$ cat src/rtl/dmem_responder.sv
// dmem_responder: multi-cycle byte/word data-memory responder for the MEM stage.
// Serves one byte per cycle from a 256x8 big-endian array and stalls the
// pipeline through `busy` while a transfer runs. Includes a byte preload port.
//
// state | meaning
// IDLE  | no transfer; preload port active
// XFER  | moving one byte per cycle at base+k
// DONE  | one-cycle completion; preload active, next request may be accepted
module dmem_responder #(
  parameter int DEPTH = 256
) (
  input  logic        clk,
  input  logic        R,
  input  logic        E,
  input  logic        RW,
  input  logic        Size,
  input  logic [7:0]  A,
  input  logic [31:0] DI,
  input  logic        init_we,
  input  logic [7:0]  init_addr,
  input  logic [7:0]  init_data,
  output logic [31:0] DO,
  output logic        busy,
  output logic        done,
  output logic        align_err
);

  typedef enum logic [1:0] {IDLE, XFER, DONE} state_t;

  state_t      state, state_n;
  logic        accept;
  logic        last;
  logic [1:0]  k;
  logic        rw_q;
  logic        size_q;
  logic        mis_q;
  logic [7:0]  base_q;
  logic [31:0] di_q;
  logic [23:0] asm_q;
  logic [31:0] do_q;
  logic [7:0]  xaddr;
  logic [7:0]  rd_byte;
  logic [7:0]  mem [DEPTH];

  // Preload has priority over a request; requests are taken only outside XFER.
  assign accept  = (state != XFER) && E && !init_we;
  assign last    = !size_q || (k == 2'd3);
  assign xaddr   = base_q + {6'b0, k};
  assign rd_byte = mem[xaddr];

  // Status outputs are decoded from the registered state only.
  assign busy      = (state == XFER);
  assign done      = (state == DONE);
  assign align_err = (state == DONE) && mis_q;
  assign DO        = do_q;

  // State register.
  always_ff @(posedge clk) begin
    if (R) state <= IDLE;
    else   state <= state_n;
  end

  // Next-state logic.
  always_comb begin
    state_n = state;
    case (state)
      IDLE, DONE: state_n = accept ? XFER : IDLE;
      XFER:       if (last) state_n = DONE;
      default:    state_n = IDLE;
    endcase
  end

  // Byte array: no reset, so an aborted write keeps the bytes already stored
  // (including the one whose cycle the reset lands on).
  always_ff @(posedge clk) begin
    if (state == XFER && rw_q)
      mem[xaddr] <= di_q[31:24];
    else if (state != XFER && init_we)
      mem[init_addr] <= init_data;
  end

  // Request latch, byte counter, read assembly and output data register.
  always_ff @(posedge clk) begin
    if (R) begin
      k      <= 2'd0;
      rw_q   <= 1'b0;
      size_q <= 1'b0;
      mis_q  <= 1'b0;
      base_q <= 8'h00;
      di_q   <= 32'h0;
      asm_q  <= 24'h0;
      do_q   <= 32'h0;
    end else if (accept) begin
      k      <= 2'd0;
      rw_q   <= RW;
      size_q <= Size;
      mis_q  <= Size && (A[1:0] != 2'b00);
      base_q <= Size ? {A[7:2], 2'b00} : A;
      // A byte write is staged in the top lane so both sizes drain from [31:24].
      di_q   <= Size ? DI : {DI[7:0], 24'h0};
    end else if (state == XFER) begin
      k    <= k + 2'd1;
      di_q <= {di_q[23:0], 8'h00};
      if (!rw_q) begin
        asm_q <= {asm_q[15:0], rd_byte};
        if (last)
          do_q <= size_q ? {asm_q, rd_byte} : {24'h0, rd_byte};
      end
    end
  end

endmodule
$ cat config.mk
export PLATFORM = sky130hd
export DESIGN_NAME = dmem_responder
export DESIGN_NICKNAME = d
export VERILOG_FILES = /design/src/rtl/dmem_responder.sv
export SDC_FILE = /design/constraint.sdc
export NUM_CORES = 2
export LEC_CHECK = 0
export BUFFER_PORTS_ARGS = -buffer_cell sky130_fd_sc_hd__buf_2
export CAP_MARGIN = 20
export CORE_UTILIZATION = 55
export DETAILED_ROUTE_END_ITERATION = 16
export GPL_TIMING_DRIVEN = 0
export HOLD_SLACK_MARGIN = 0.06
export PLACE_DENSITY = 0.73
export SYNTH_ARGS = -nofsm -noshare
export SYNTH_HDL_FRONTEND = slang
export SYNTH_SLANG_ARGS = --single-unit
$ cat constraint.sdc
create_clock -name clk -period 5.1 [get_ports clk]
set_clock_uncertainty 0.05 [all_clocks]
set_input_delay 0.51 -clock clk [delete_from_list [all_inputs] [get_ports clk]]
set_output_delay 0.51 -clock clk [all_outputs]
set_load 0.1 [all_outputs]
# ---- Yosys cells after proc, flatten, opt, wreduce, memory -nomap -nowiden
# Memories as Yosys holds them, arrays and structs flattened.
# Cells that the tools add are included.
dict set report totals {
  inputBits 62
  regBits 103
  ram_bits 2048
  mem_count 1
  wordCells 52
}
# memory depth word_bits read_ports rd_ports_with_merged_regs write_ports line_no
set mem_list {}
lappend mem_list {mem 256 8 1 0 1 43} ;# logic [7:0] mem [DEPTH];
dict set report classes {
  reduce_logical 17
  bitwise_logic 2
  n_addsub 2
  n_eq_ne 5
  muxes 16
}
# cell count
set ops {}
lappend ops {{2-to-1 mux 32 bit} 4}
lappend ops {{2-to-1 mux 8 bit} 2}
lappend ops {{adder 8 x 2 -> 8 bit} 1}
lappend ops {{OR reduction 8 bit} 1}
lappend ops {{2-to-1 mux 1 bit} 7}
lappend ops {{logical AND 1 bit} 6}
lappend ops {{equality test 2 bit (second input constant)} 2}
lappend ops {{2-to-1 mux 2 bit} 2}
lappend ops {{!= test 2 x 1 -> 1 bit (second input constant)} 2}
lappend ops {{one-hot mux 2 bit (2 select lines)} 1}
lappend ops {{AND reduction 4 bit} 1}
lappend ops {{nonzero test 2 bit} 2}
lappend ops {{OR reduction 2 bit} 2}
lappend ops {{AND reduction 3 bit} 1}
lappend ops {{adder 2 x 1 -> 2 bit (second input constant)} 1}
lappend ops {{equality test 2 x 1 -> 1 bit (second input constant)} 1}
lappend ops {{zero test 1 bit} 2}
lappend ops {{zero test 2 bit} 1}
lappend ops {{NOT 1 bit} 2}
lappend ops {{logical OR 1 bit} 1}

# ---- Logic depth before layout (Yosys ltp)
dict set report logic_depth {
  depth_word 7
  mapped_depth 13
  mapped_depth_nobuf 9
}

# ---- Least setup slack after synthesis
# Ideal clock, no wire load.
dict set report synth_path {
  path_kind {register to register}
  start {reg state[1]}
  end {mem mem[0][0] (data pin)}
  setup_slack_ns -0.098
  stages_incl_launch_ff 8
  arrival_ns 4.325
  setup_ns 0.823
  path_buffers 3
  required_time_ns 4.227
  path_cell_list {dfxtp_1 -> nand2b_1 -> clkbuf_1 -> and2_1 -> clkbuf_1 -> clkbuf_1 -> nand2_1 -> nand2_1}
}
dict set report synth_between {
  elab_chain_cells 7
  word_cells_on_any_way 9
  cone_classes {2 x eq/ne; 4 x mux; 3 x reduce/logical}
}
# element line_no
set synth_rtl {}
lappend synth_rtl {{start, declared} 30} ;# state_t state, state_n;
lappend synth_rtl {{start signal, assigned} 60} ;# else state <= state_n;
lappend synth_rtl {{!= test 2 x 1 -> 1 bit} 78} ;# else if (state != XFER && init_we)
lappend synth_rtl {{logical AND 1 bit} 78}
lappend synth_rtl {{2-to-1 mux 1 bit} 78}
lappend synth_rtl {{2-to-1 mux 1 bit (*)} 76} ;# if (state == XFER && rw_q)
lappend synth_rtl {{2-to-1 mux 1 bit (not written as such) (*)} 79} ;# mem[init_addr] <= init_data;
lappend synth_rtl {{OR reduction 8 bit (no source line) (*)} -}
lappend synth_rtl {{2-to-1 mux 8 bit (no source line) (*)} -}
lappend synth_rtl {{end, declared} 43}
# Mark *: on every way between the ends. The rest lies on a longest branch, timed or not.

# ---- Worst setup path in the final report
dict set report layout_path {
  start {reg k[0]}
  end {mem mem[84][0], enable pin}
}
dict set report layout_between {
  elab_chain_cells 2
}
# element line_no
set layout_rtl {}
lappend layout_rtl {{start, declared} 33} ;# logic [1:0] k;
lappend layout_rtl {{start signal, assigned} 102} ;# k <= k + 2'd1;
lappend layout_rtl {{adder 8 x 2 -> 8 bit} 48} ;# assign xaddr = base_q + {6'b0, k};
lappend layout_rtl {{2-to-1 mux 8 bit (no source line)} -}
# No other way between the ends.

==> impl_metrics.xml <==
<?xml version="1.0" encoding="UTF-8"?>
<metrics>
  <group name="grt">
    <metric name="initial_antenna_violation_count" unit="">11</metric>
    <metric name="global_route_met2_usage" unit="%">48.9</metric>
    <metric name="grt_max_degree" unit="">146</metric>
    <metric name="top_usage_layer" unit="">met2</metric>
    <metric name="met3_resource_use_gr" unit="%">11.3</metric>
    <metric name="global_route.overflow_total" unit="">0</metric>
    <metric name="first_global_vias" unit="">46700</metric>
    <metric name="grt_first_pass_wirelength" unit="microns">356000</metric>
    <metric name="grtUsageMet1" unit="%">43.9</metric>
    <metric name="global_route.usage.total" unit="%">33.3</metric>
  </group>
  <group name="synthesis">
    <metric name="async_flop_share" unit="%">0</metric>
    <metric name="yosys_register_bits" unit="">2151</metric>
    <metric name="yosys_warnings" unit="">0</metric>
    <metric name="postSynthAreaPerCell" unit="sq um">18.7</metric>
    <metric name="syn_inst" unit="">4499</metric>
    <metric name="synth-main-ff-cell" unit="">sky130_fd_sc_hd__edfxtp_1</metric>
    <metric name="synthesis.nets" unit="">4565</metric>
    <metric name="syn-cell-area" unit="sq um">84300</metric>
    <metric name="synth.distinct_cells" unit="">64</metric>
    <metric name="number_of_flops_mapped_to_enable_cells_by_yosys" unit="">2048</metric>
    <metric name="portion_of_the_post_synthesis_area_used_by_sequential_elements" unit="%">75.4</metric>
  </group>
  <group name="clock_network">
    <metric name="post_cts_clock_slew_at_the_launch_and_capture_registers_of_the_worst_setup_and_hold_paths" unit="ns">0.06</metric>
    <metric name="insertion_delay" unit="ns">0.86</metric>
    <metric name="tritoncts" unit="">yes</metric>
    <metric name="clock_sink_count" unit="">2151</metric>
    <metric name="root_driver" unit="">sky130_fd_sc_hd__clkbuf_16</metric>
    <metric name="clk_path_buf_depth" unit="">3</metric>
    <metric name="number_of_h_tree_levels" unit="">4</metric>
    <metric name="numCtsBuffers" unit="">205</metric>
  </group>
  <group name="critical_path">
    <metric name="rr_endpoint" unit="">mem[84][0]</metric>
    <metric name="required_worst_endpoint" unit="ns">5.54</metric>
    <metric name="worstPathArrival" unit="ns">5.79</metric>
    <metric name="timing.rr.start" unit="">k[0]</metric>
    <metric name="ff2ff_setup_slack" unit="ns">-0.25</metric>
    <metric name="worst_r2r_path_depth" unit="">10</metric>
    <metric name="crit_type" unit="">reg2reg</metric>
    <metric name="setup.worst_path.start_class" unit="">flop</metric>
    <metric name="endpoint_kind" unit="">flop</metric>
    <metric name="worst-path-max-fanout" unit="">19</metric>
  </group>
  <group name="placement">
    <metric name="dpl_ws" unit="ns">-1.50</metric>
    <metric name="finalWeightedCongestion" unit="">0.987</metric>
    <metric name="placement.io_buffers" unit="">94</metric>
    <metric name="dp_hpwl" unit="microns">170000</metric>
    <metric name="detailed_place.area" unit="sq um">88100</metric>
  </group>
  <group name="layout">
    <metric name="stdcell_area" unit="sq um">96400</metric>
    <metric name="area_growth_syn_to_layout" unit="%">14.3</metric>
    <metric name="layout.nets" unit="">4946</metric>
    <metric name="most-common-layout-cells" unit="">sky130_fd_sc_hd__edfxtp_1 (2048), sky130_fd_sc_hd__mux4_2 (501), sky130_fd_sc_hd__nand2_1 (486)</metric>
    <metric name="n_fill_cell" unit="">10200</metric>
    <metric name="drive_above_1_share" unit="%">26.2</metric>
    <metric name="leading_cell_type_in_the_layout_fill_and_taps_excluded" unit="">sky130_fd_sc_hd__edfxtp_1</metric>
  </group>
  <group name="timing">
    <metric name="achievable-frequency" unit="GHz">0.187</metric>
    <metric name="post-route-period-util" unit="%">105</metric>
    <metric name="setup_viol" unit="">276</metric>
    <metric name="timing.max_slew.rel_slack" unit="%">16.0</metric>
    <metric name="number_of_pins_with_negative_max_slew_slack_in_the_final_report" unit="">0</metric>
    <metric name="rsz_0062_raised_after_global_routing" unit="">true</metric>
    <metric name="period_minus_slack" unit="ns">5.35</metric>
    <metric name="hold_viol_final" unit="">0</metric>
    <metric name="final.setup.worst_slack" unit="ns">-0.249</metric>
    <metric name="tightest_slew" unit="ns">1.26</metric>
    <metric name="hold_ws" unit="ns">0.122</metric>
  </group>
  <group name="drt">
    <metric name="routed_via_density" unit="">6.80</metric>
    <metric name="route.detailed.drc" unit="">0</metric>
    <metric name="final_antenna_net_count" unit="">0</metric>
    <metric name="vias" unit="">48100</metric>
    <metric name="route.final.wire_length" unit="microns">257000</metric>
    <metric name="wl_per_cell" unit="microns">36.3</metric>
    <metric name="dr.pass1.iters" unit="">7</metric>
    <metric name="dr.first_iter.drc_count" unit="">8153</metric>
  </group>
  <group name="hold_path">
    <metric name="holdPathEnd" unit="">mis_q</metric>
    <metric name="hold_path_start" unit="">init_we</metric>
    <metric name="min-delay-path-class" unit="">in2reg</metric>
    <metric name="number_of_cells_on_the_worst_hold_path" unit="">4</metric>
  </group>
  <group name="run_status">
    <metric name="status" unit="">finished, violations left</metric>
    <metric name="failing_checks" unit="">negative setup slack</metric>
  </group>
  <group name="floorplan">
    <metric name="die-width" unit="microns">394</metric>
    <metric name="row_count" unit="">143</metric>
    <metric name="die_height" unit="microns">394</metric>
    <metric name="io_pins" unit="">97</metric>
    <metric name="design.die.area" unit="sq um">155000</metric>
    <metric name="initial_core_util" unit="%">55.5</metric>
    <metric name="core_area" unit="sq um">152000</metric>
  </group>
  <group name="power">
    <metric name="power-per-cell-area" unit="nW/um^2">386</metric>
    <metric name="p_total" unit="mW">37.2</metric>
    <metric name="static_leakage" unit="nW">30.2</metric>
    <metric name="vdd_drop_max" unit="uV">388</metric>
  </group>
  <group name="run">
    <metric name="max-cap-violations" unit="">0</metric>
  </group>
</metrics>
==> power by group <==
| group | switching, mW | internal, mW | total [mW] | leakage [nW] |
|---|---|---|---|---|
| Sequential | 0.0290 | 19.6 | 19.6 | 19.5 |
| Combinational | 1.85 | 0.764 | 2.61 | 7.43 |
| Clock | 6.62 | 8.37 | 15.0 | 3.18 |
==> repair_timing <==
| item | in CTS | in global routing |
|---|---|---|
| hold buffers | 41 | 0 |
| setup buffers | 8 | 0 |
| gates resized for setup | 289 | 76 |
| endpoints found under the hold margin | 42 | 0 |
| pin swaps | 3 | 4 |
| setup endpoints to repair | 2064 | 1162 |
==> sequential cells by signal (all words and copies together), names as in the netlist <==
register	cells
DO	32
asm_q	24
base_q	8
di_q	32
k	2
mem	2048
mis_q	1
rw_q	1
size_q	1
state	2
==> Yosys cell counts, types with 17 or more instances <==
| library cell | instances | area [sq um] |
|---|---|---|
| sky130_fd_sc_hd__a21oi_1 | 85 | 425 |
| sky130_fd_sc_hd__buf_1 | 32 | 120 |
| sky130_fd_sc_hd__buf_2 | 104 | 521 |
| sky130_fd_sc_hd__buf_4 | 24 | 180 |
| sky130_fd_sc_hd__clkbuf_1 | 117 | 439 |
| sky130_fd_sc_hd__dfxtp_1 | 103 | 2060 |
| sky130_fd_sc_hd__edfxtp_1 | 2048 | 61500 |
| sky130_fd_sc_hd__mux2i_1 | 134 | 1340 |
| sky130_fd_sc_hd__mux4_2 | 501 | 11300 |
| sky130_fd_sc_hd__nand2_1 | 510 | 1910 |
| sky130_fd_sc_hd__nand3_1 | 194 | 971 |
| sky130_fd_sc_hd__nand4_1 | 56 | 350 |
| sky130_fd_sc_hd__nor2_1 | 357 | 1340 |
| sky130_fd_sc_hd__nor3_1 | 18 | 90.1 |
| sky130_fd_sc_hd__nor4_1 | 26 | 163 |
| sky130_fd_sc_hd__o31ai_1 | 17 | 128 |
==> metrics by stage <==
| stage | TNS [ns] | cells | util [%] |
|---|---|---|---|
| 2_1_floorplan | 0 | 4499 | - |
| 3_3_place_gp | -4825.60 | 6623 | 57.4 |
| 3_5_place_dp | -1659.62 | 6654 | 57.9 |
| 4_1_cts | -0.0734 | 7068 | 63.2 |
| 5_1_grt | -9.24 | 7071 | 63.4 |
| 6_report | -20.15 | 7073 | 63.4 |
==> logic make-up after synthesis <==
kind of cell,synth area share [%]
and+or+nand+nor,6.03
DFF,75.4
xor gates and xnor gates,0.0697
buffers and inverters,1.58
muxes,15.2
adders and majority gates,0.0682
AOI/OAI and AO/OA,1.71
==> layer usage <==
| metal | part of all wire, % | vias up |
|---|---|---|
| li1 | - | 18800 |
| met4 | 6.4 | 6 |
| met2 | 45 | 3801 |
| met3 | 15 | 737 |
| met1 | 34 | 24800 |
| met5 | 0.014 | - |
==> worst max-delay path, stage by stage, from the launching register on <==
cell and delay, ns:
sky130_fd_sc_hd__dfxtp_1 0.39, sky130_fd_sc_hd__ha_1 0.32, sky130_fd_sc_hd__fa_1 0.55, sky130_fd_sc_hd__buf_4 0.26
sky130_fd_sc_hd__clkbuf_4 0.33, sky130_fd_sc_hd__buf_6 0.31, sky130_fd_sc_hd__mux2i_1 0.29, sky130_fd_sc_hd__nor2b_1 0.50
sky130_fd_sc_hd__nand2_2 0.52, sky130_fd_sc_hd__clkbuf_2 0.66, sky130_fd_sc_hd__nor2_2 0.71
==> worst max-delay path by stage <==
stage | end | startpoint | slack, ns
floorplan | mem[0][0] | state[1] | 1.50
detailed placement | mem[179][1] | k[0] | -1.50
global route | mem[84][4] | k[0] | -0.13
CTS | mem[135][4] | k[0] | -0.02
finish | mem[84][0] | k[0] | -0.25
global placement | mem[177][6] | k[0] | -2.23
==> cell type report <==
class / count / area [sq um] / share of cell area [%]
sequential: 2151 / 63600 / 66.0
multi-input combinational: 2062 / 20700 / 21.5
buffer: 276 / 1430 / 1.48
tap: 2030 / 2540 / 2.64
clock buffer: 263 / 5580 / 5.79
antenna: 2 / 5.00 / 0.00519
inverter: 5 / 18.8 / 0.0195
clock inverter: 105 / 948 / 0.984
timing repair buffer: 179 / 1600 / 1.66
(Power assumes the default switching activity.)
